==> config.mk <==
export PLATFORM = sky130hd
export DESIGN_NAME = hazard_detection_unit
export DESIGN_NICKNAME = d
export VERILOG_FILES = /design/src/rtl/riscv_pkg.sv /design/src/rtl/hazard_src_decode.sv /design/src/rtl/hazard_detection_unit.sv
export SDC_FILE = /design/constraint.sdc
export NUM_CORES = 1
export LEC_CHECK = 0
export CORE_MARGIN = 8
export CORE_UTILIZATION = 47
export CTS_CLUSTER_SIZE = 40
export DETAILED_ROUTE_END_ITERATION = 10
export PLACE_DENSITY = 0.85
export SETUP_SLACK_MARGIN = 0.05
export SLEW_MARGIN = 20
export SYNTH_ARGS = -nofsm -noshare
export SYNTH_HDL_FRONTEND = slang
export SYNTH_SLANG_ARGS = --single-unit
==> constraint.sdc <==
create_clock -name clk -period 4.7 [get_ports clk]
set_input_delay 0.705 -clock clk [delete_from_list [all_inputs] [get_ports clk]]
set_output_delay 0.705 -clock clk [all_outputs]
set_load 0.005 [all_outputs]
==> src/rtl/riscv_pkg.sv <==
// Shared definitions for the 5-stage core: opcode constants, register-index width
// and the hazard unit's state encoding and debug view.
package riscv_pkg;

    localparam int REG_ADDR_W = 5;

    localparam logic [6:0] OPC_RTYPE  = 7'b0110011;
    localparam logic [6:0] OPC_LOAD   = 7'b0000011;
    localparam logic [6:0] OPC_OPIMM  = 7'b0010011;
    localparam logic [6:0] OPC_JALR   = 7'b1100111;
    localparam logic [6:0] OPC_STORE  = 7'b0100011;
    localparam logic [6:0] OPC_BRANCH = 7'b1100011;

    typedef enum logic {
        ST_RUN   = 1'b0,
        ST_STALL = 1'b1
    } hdu_state_t;

    // Internal state of the hazard unit, exported for checkers.
    typedef struct packed {
        hdu_state_t  state;
        logic [1:0]  bubble_cnt;
        logic        ex_mem_read;
        logic        ex_reg_write;
    } hdu_dbg_t;

endpackage

==> src/rtl/hazard_src_decode.sv <==
// Decodes which source register fields an ID-stage opcode actually reads.
module hazard_src_decode
    import riscv_pkg::*;
(
    input  logic [6:0] opcode,
    output logic       uses_rs1,
    output logic       uses_rs2
);

    always_comb begin
        uses_rs1 = 1'b0;
        uses_rs2 = 1'b0;
        case (opcode)
            OPC_RTYPE, OPC_STORE, OPC_BRANCH: begin
                uses_rs1 = 1'b1;
                uses_rs2 = 1'b1;
            end
            OPC_LOAD, OPC_OPIMM, OPC_JALR: begin
                uses_rs1 = 1'b1;
            end
            default: begin
                uses_rs1 = 1'b0;
                uses_rs2 = 1'b0;
            end
        endcase
    end

endmodule

==> src/rtl/hazard_detection_unit.sv <==
// Load-use stall and branch flush generation for the 5-stage core, with a shadow of
// the ID/EX destination fields and a saturating stall-cycle counter.
module hazard_detection_unit #(
    parameter int REG_ADDR_W   = riscv_pkg::REG_ADDR_W,
    parameter int STALL_CYCLES = 1,
    parameter int CNT_W        = 16
) (
    input  logic                  clk,
    input  logic                  reset,
    input  logic [6:0]            id_opcode,
    input  logic [REG_ADDR_W-1:0] id_rs1,
    input  logic [REG_ADDR_W-1:0] id_rs2,
    input  logic [REG_ADDR_W-1:0] id_rd,
    input  logic                  id_mem_read,
    input  logic                  id_reg_write,
    input  logic                  ex_branch_taken,
    output logic                  stall,
    output logic                  pc_write,
    output logic                  ifid_write,
    output logic                  flush,
    output logic [CNT_W-1:0]      stall_cycles,
    output riscv_pkg::hdu_dbg_t   dbg
);

    // Extra bubbles after the first one; only meaningful when STALL_CYCLES > 1.
    localparam logic [1:0] BUBBLE_INIT = (STALL_CYCLES > 1) ? 2'(STALL_CYCLES - 2) : 2'd0;

    riscv_pkg::hdu_state_t state_q, state_d;
    logic [1:0]            bubble_q, bubble_d;
    logic [REG_ADDR_W-1:0] ex_rd_q;
    logic                  ex_mem_read_q;
    logic                  ex_reg_write_q;
    logic                  uses_rs1, uses_rs2;
    logic                  hazard;

    hazard_src_decode u_src_decode (
        .opcode   (id_opcode),
        .uses_rs1 (uses_rs1),
        .uses_rs2 (uses_rs2)
    );

    always_comb begin
        hazard = ex_mem_read_q && (ex_rd_q != '0) &&
                 ((uses_rs1 && (ex_rd_q == id_rs1)) || (uses_rs2 && (ex_rd_q == id_rs2)));
    end

    // Flush wins over any stall; the hazard is only evaluated from RUN.
    always_comb begin
        state_d  = state_q;
        bubble_d = bubble_q;
        stall    = 1'b0;
        flush    = ex_branch_taken && !reset;
        if (ex_branch_taken) begin
            state_d  = riscv_pkg::ST_RUN;
            bubble_d = 2'd0;
        end else begin
            case (state_q)
                riscv_pkg::ST_RUN: begin
                    stall = hazard;
                    if (hazard && (STALL_CYCLES > 1)) begin
                        state_d  = riscv_pkg::ST_STALL;
                        bubble_d = BUBBLE_INIT;
                    end
                end
                riscv_pkg::ST_STALL: begin
                    stall = 1'b1;
                    if (bubble_q == 2'd0) begin
                        state_d = riscv_pkg::ST_RUN;
                    end else begin
                        bubble_d = bubble_q - 2'd1;
                    end
                end
                default: begin
                    state_d  = riscv_pkg::ST_RUN;
                    bubble_d = 2'd0;
                end
            endcase
        end
        pc_write   = !stall;
        ifid_write = !stall;
    end

    always_ff @(posedge clk or posedge reset) begin
        if (reset) begin
            state_q  <= riscv_pkg::ST_RUN;
            bubble_q <= 2'd0;
        end else begin
            state_q  <= state_d;
            bubble_q <= bubble_d;
        end
    end

    // A stalled or squashed instruction leaves a bubble in the ID/EX shadow.
    always_ff @(posedge clk or posedge reset) begin
        if (reset) begin
            ex_rd_q        <= '0;
            ex_mem_read_q  <= 1'b0;
            ex_reg_write_q <= 1'b0;
        end else if (stall || flush) begin
            ex_rd_q        <= '0;
            ex_mem_read_q  <= 1'b0;
            ex_reg_write_q <= 1'b0;
        end else begin
            ex_rd_q        <= id_rd;
            ex_mem_read_q  <= id_mem_read;
            ex_reg_write_q <= id_reg_write;
        end
    end

    always_ff @(posedge clk or posedge reset) begin
        if (reset) begin
            stall_cycles <= '0;
        end else if (stall && (stall_cycles != '1)) begin
            stall_cycles <= stall_cycles + 1'b1;
        end
    end

    always_comb begin
        dbg.state        = state_q;
        dbg.bubble_cnt   = bubble_q;
        dbg.ex_mem_read  = ex_mem_read_q;
        dbg.ex_reg_write = ex_reg_write_q;
    end

endmodule

==> results.txt <==
----------------------------------------------------
[Outcome]
  Run status ... finished clean

[Worst setup path]
  Register-to-Register Path Depth ... 6
  Required arrival time at the worst endpoint ... 3.99 ns
  Startpoint of the worst-slack reg-to-reg timing path ... stall_cycles[0]
  Maximum fanout count along the critical path ... 3
  WS Path Type ... input port to output port
  Chain of cells forming the critical path ... clkdlybuf4s50_1, and3b_1, o211ai_1, o22a_1, o21a_1, nor2_1, clkdlybuf4s50_1
  Critical path's largest stage delay ... 0.53 ns
  Worst Path Buf+Inv ... 2
  Startpoint type of the worst setup path ... input port
  Standard cell with the maximum stage delay on the critical path ... sky130_fd_sc_hd__clkdlybuf4s50_1
  Setup crit end ... stall
  WP data arrival ... 2.58 ns
  Crit end category ... output port
  Worst Setup SP ... id_opcode[6]
  Internal reg-to-reg setup slack ... 2.59 ns
  CP delay by family, top ... buffers and inverters
  Crit Reg-Reg Endpoint ... stall_cycles[1]
  Cell repeated most along the worst path ... sky130_fd_sc_hd__clkdlybuf4s50_1
  WP depth ... 7

[Yosys]
  Number of enable-type register cells in the synthesized netlist ... 0
  Share of Yosys cell area claimed by the top area cell type ... 47.49%
  Leading cell types by total area after synthesis ... sky130_fd_sc_hd__dfrtp_1 47%, sky130_fd_sc_hd__xnor2_1 9.6%, sky130_fd_sc_hd__xor2_1 6.4%
  Library cell occupying the most area in the post-synthesis netlist ... sky130_fd_sc_hd__dfrtp_1
  Primary flip-flop cell chosen by synthesis mapping ... sky130_fd_sc_hd__dfrtp_1
  Post-Syn Area ... 1370 µm²
  Warnings, synthesis ... 0
  Count of cell types in the netlist ... 36
  Mapped Cells ... 132
  Mapped Nets ... 161
  Post-synthesis area per instance ... 10.38 µm²
  Register bit count reported by yosys ... 26
  Share of async-settable or async-resettable flops after synthesis ... 100.0%
  Sequential fraction of the synthesis area ... 47.49%

[STA]
  Worst hold slack after final layout ... 0.5168 ns
  Worst slew pin tran ... 0.9611 ns
  Unrepaired setup endpoints after global routing ... false
  Setup violations, final ... 0
  Crit path setup slack, layout ... 1.410 ns
  Setup skew after layout ... 0.005799 ns
  Final period demand of the worst path ... 3.290 ns
  Number of slew-limit violations in the final report ... 0
  Worst relative slew slack ... 35.86%
  Final hold viol count ... 0
  Final worst-path cycle share ... 69.99%
  Highest achievable clock rate ... 304.0 MHz
  Final total negative setup slack ... 0 ns

[Placement]
  Detailed placement HPWL ... 2.777 mm
  Routability congestion estimate from global placement ... 0.8350
  IO buf count ... 51
  Pre-CTS setup slack ... 1.424 ns
  Placed Cells incl. Taps ... 208

[Global routing]
  Number of antenna violations at the first check in global routing ... 0
  Global-route total usage across every layer ... 14.45%
  Total congestion overflow after global routing ... 0
  Met2 capacity usage during global routing ... 27.01%
  Global Route met3 Usage ... 3.249%
  Most utilized layer in the global route result ... met2
  Wire length of the first global-routing pass ... 5.865 mm
  Largest net degree at the start of global routing ... 27
  GR Layer Usage met1 ... 14.98%
  Via count of the first global-routing pass ... 1,240

[Clock network]
  Clock tree from TritonCTS ... done
  Number of buffers inserted to repair setup after CTS ... 0
  Cts repair resizes ... 0
  CTS Root Buffer Type ... sky130_fd_sc_hd__clkbuf_4
  Clock latency reported for the late side of the worst-skew pair ... 0.32 ns
  Number of clock sinks ... 26
  Count of H-tree levels built during CTS ... 1
  Number of hold buffers added after CTS ... 0
  Clk buf depth ... 2
  Clock-pin slew on the worst setup and hold paths ... 0.13 ns
  Total clock buffers created by CTS ... 3

[Layout]
  Share of layout cells above drive strength 1 ... 6.630%
  Area delta synth->final ... 39.45%
  Nets ... 211
  Non-filler instance count after layout ... 212
  Filler cell count ... 217
  Antenna diode count ... 0

[Power and ir drop]
  VDD IR max ... 0.1635 mV
  Power Density ... 223.4 nW/µm²
  Total leakage power ... 0.0007575 µW
  Overall power of the completed layout ... 426.9 µW

[Drt]
  DRC violation count after routing ... 0
  Routed len/inst ... 16.46 µm
  Number of vias per cell ... 5.179
  Pre-Repair DR Iteration Count ... 4
  Final ANT Viol Nets ... 0
  Final wirelength ... 3.490 mm
  Number of vias in the routed layout ... 1,098
  Initial DRC count ... 38

[Floorplan]
  Total die area ... 4899 µm²
  Chip width ... 69.99 µm
  Initial core utilization ... 49.68%
  Cell row count ... 19
  Y dimension of the die ... 69.99 µm
  Boundary Pins ... 52
  Area of the core region ... 2758 µm²

[Min path]
  Min-Delay Path Class ... register to register
  Number of stages on the worst hold path ... 1

[Run]
  Max-capacitance violation count ... 0

----------------------------------------------------
[layout make-up]
cell class / count / area [µm²] / area share (%)
Tap cell: 31 / 38.79 / 2.030
Timing Repair Buffer: 51 / 510.5 / 26.72
Clock buffer: 4 / 36.28 / 1.899
Multi-Input combinational cell: 94 / 651.9 / 34.12
Sequential cell: 26 / 650.6 / 34.05
Inverter: 6 / 22.52 / 1.179
[synth_stat cells, drive strengths merged, types with 2 or more instances]
cell / count
dfrtp: 26
xnor2: 15
nor2: 12
nand2: 10
xor2: 10
nor3: 8
inv: 6
nand3: 6
nor2b: 6
buf: 5
nand4: 4
and2b: 2
ha: 2
mux2: 2
o21ai: 2
[how the worst min path moves through the flow]
stage,start,end,slack (ns)
finish,stall_cycles[15],stall_cycles[15],0.52
global route,stall_cycles[8],stall_cycles[8],0.54
CTS,stall_cycles[15],stall_cycles[15],0.52
detailed placement,stall_cycles[15],stall_cycles[15],0.49
global placement,stall_cycles[15],stall_cycles[15],0.48
floorplan,stall_cycles[15],stall_cycles[15],0.48
[cells in the final DEF, fill, tap and decap left out, types with 2 or more instances in the layout]
cell and count:
sky130_fd_sc_hd__clkbuf_4 3, sky130_fd_sc_hd__nor2_1 12, sky130_fd_sc_hd__and2b_1 2, sky130_fd_sc_hd__clkdlybuf4s50_1 51, sky130_fd_sc_hd__inv_1 6, sky130_fd_sc_hd__nand3_1 6, sky130_fd_sc_hd__nor3_2 2, sky130_fd_sc_hd__ha_1 2
sky130_fd_sc_hd__xor2_1 10, sky130_fd_sc_hd__nor3_1 6, sky130_fd_sc_hd__xnor2_1 15, sky130_fd_sc_hd__nand4_1 4, sky130_fd_sc_hd__nand2_1 9, sky130_fd_sc_hd__dfrtp_1 26, sky130_fd_sc_hd__nor2b_1 6
[per-stage QoR]
step	cell area, µm²	util, %
after global placement	1874	67.97
after detailed placement	1874	67.97
final	1911	69.28
after CTS	1911	69.28
after global routing	1911	69.28
after floorplan	1370	-
[sequential cells by signal, summed over array words and instances (netlist names)]
register and count:
ex_rd_q 5, stall_cycles 16, state_q 1, bubble_q 2
ex_mem_read_q 1, ex_reg_write_q 1
[logic make-up after synthesis]
kind of cell | count (synthesis) | share of synthesized area, %
multiplexers | 3 | 2.648
adder cells (fa/ha/maj) | 2 | 1.826
buffers and inverters | 12 | 4.931
XOR/XNOR | 25 | 15.98
flip-flops | 26 | 47.49
AND/OR/NAND/NOR | 56 | 22.10
AO/OA/AOI/OAI | 8 | 5.023
[metal layers]
layer	wire, µm	up-vias
li1	-	538
met1	1343	529
met2	1960	25
met3	123	6
met4	62	0
met5	0	-
[where the power goes]
group | internal (µW) | total (µW) | switching [µW] | leakage [µW]
registers | 233 | 245 | 11.7 | 0.000326
clock network | 47.3 | 113 | 65.3 | 0.0000210
logic | 45.8 | 69.4 | 23.6 | 0.000411
(Power assumes the default switching activity.)
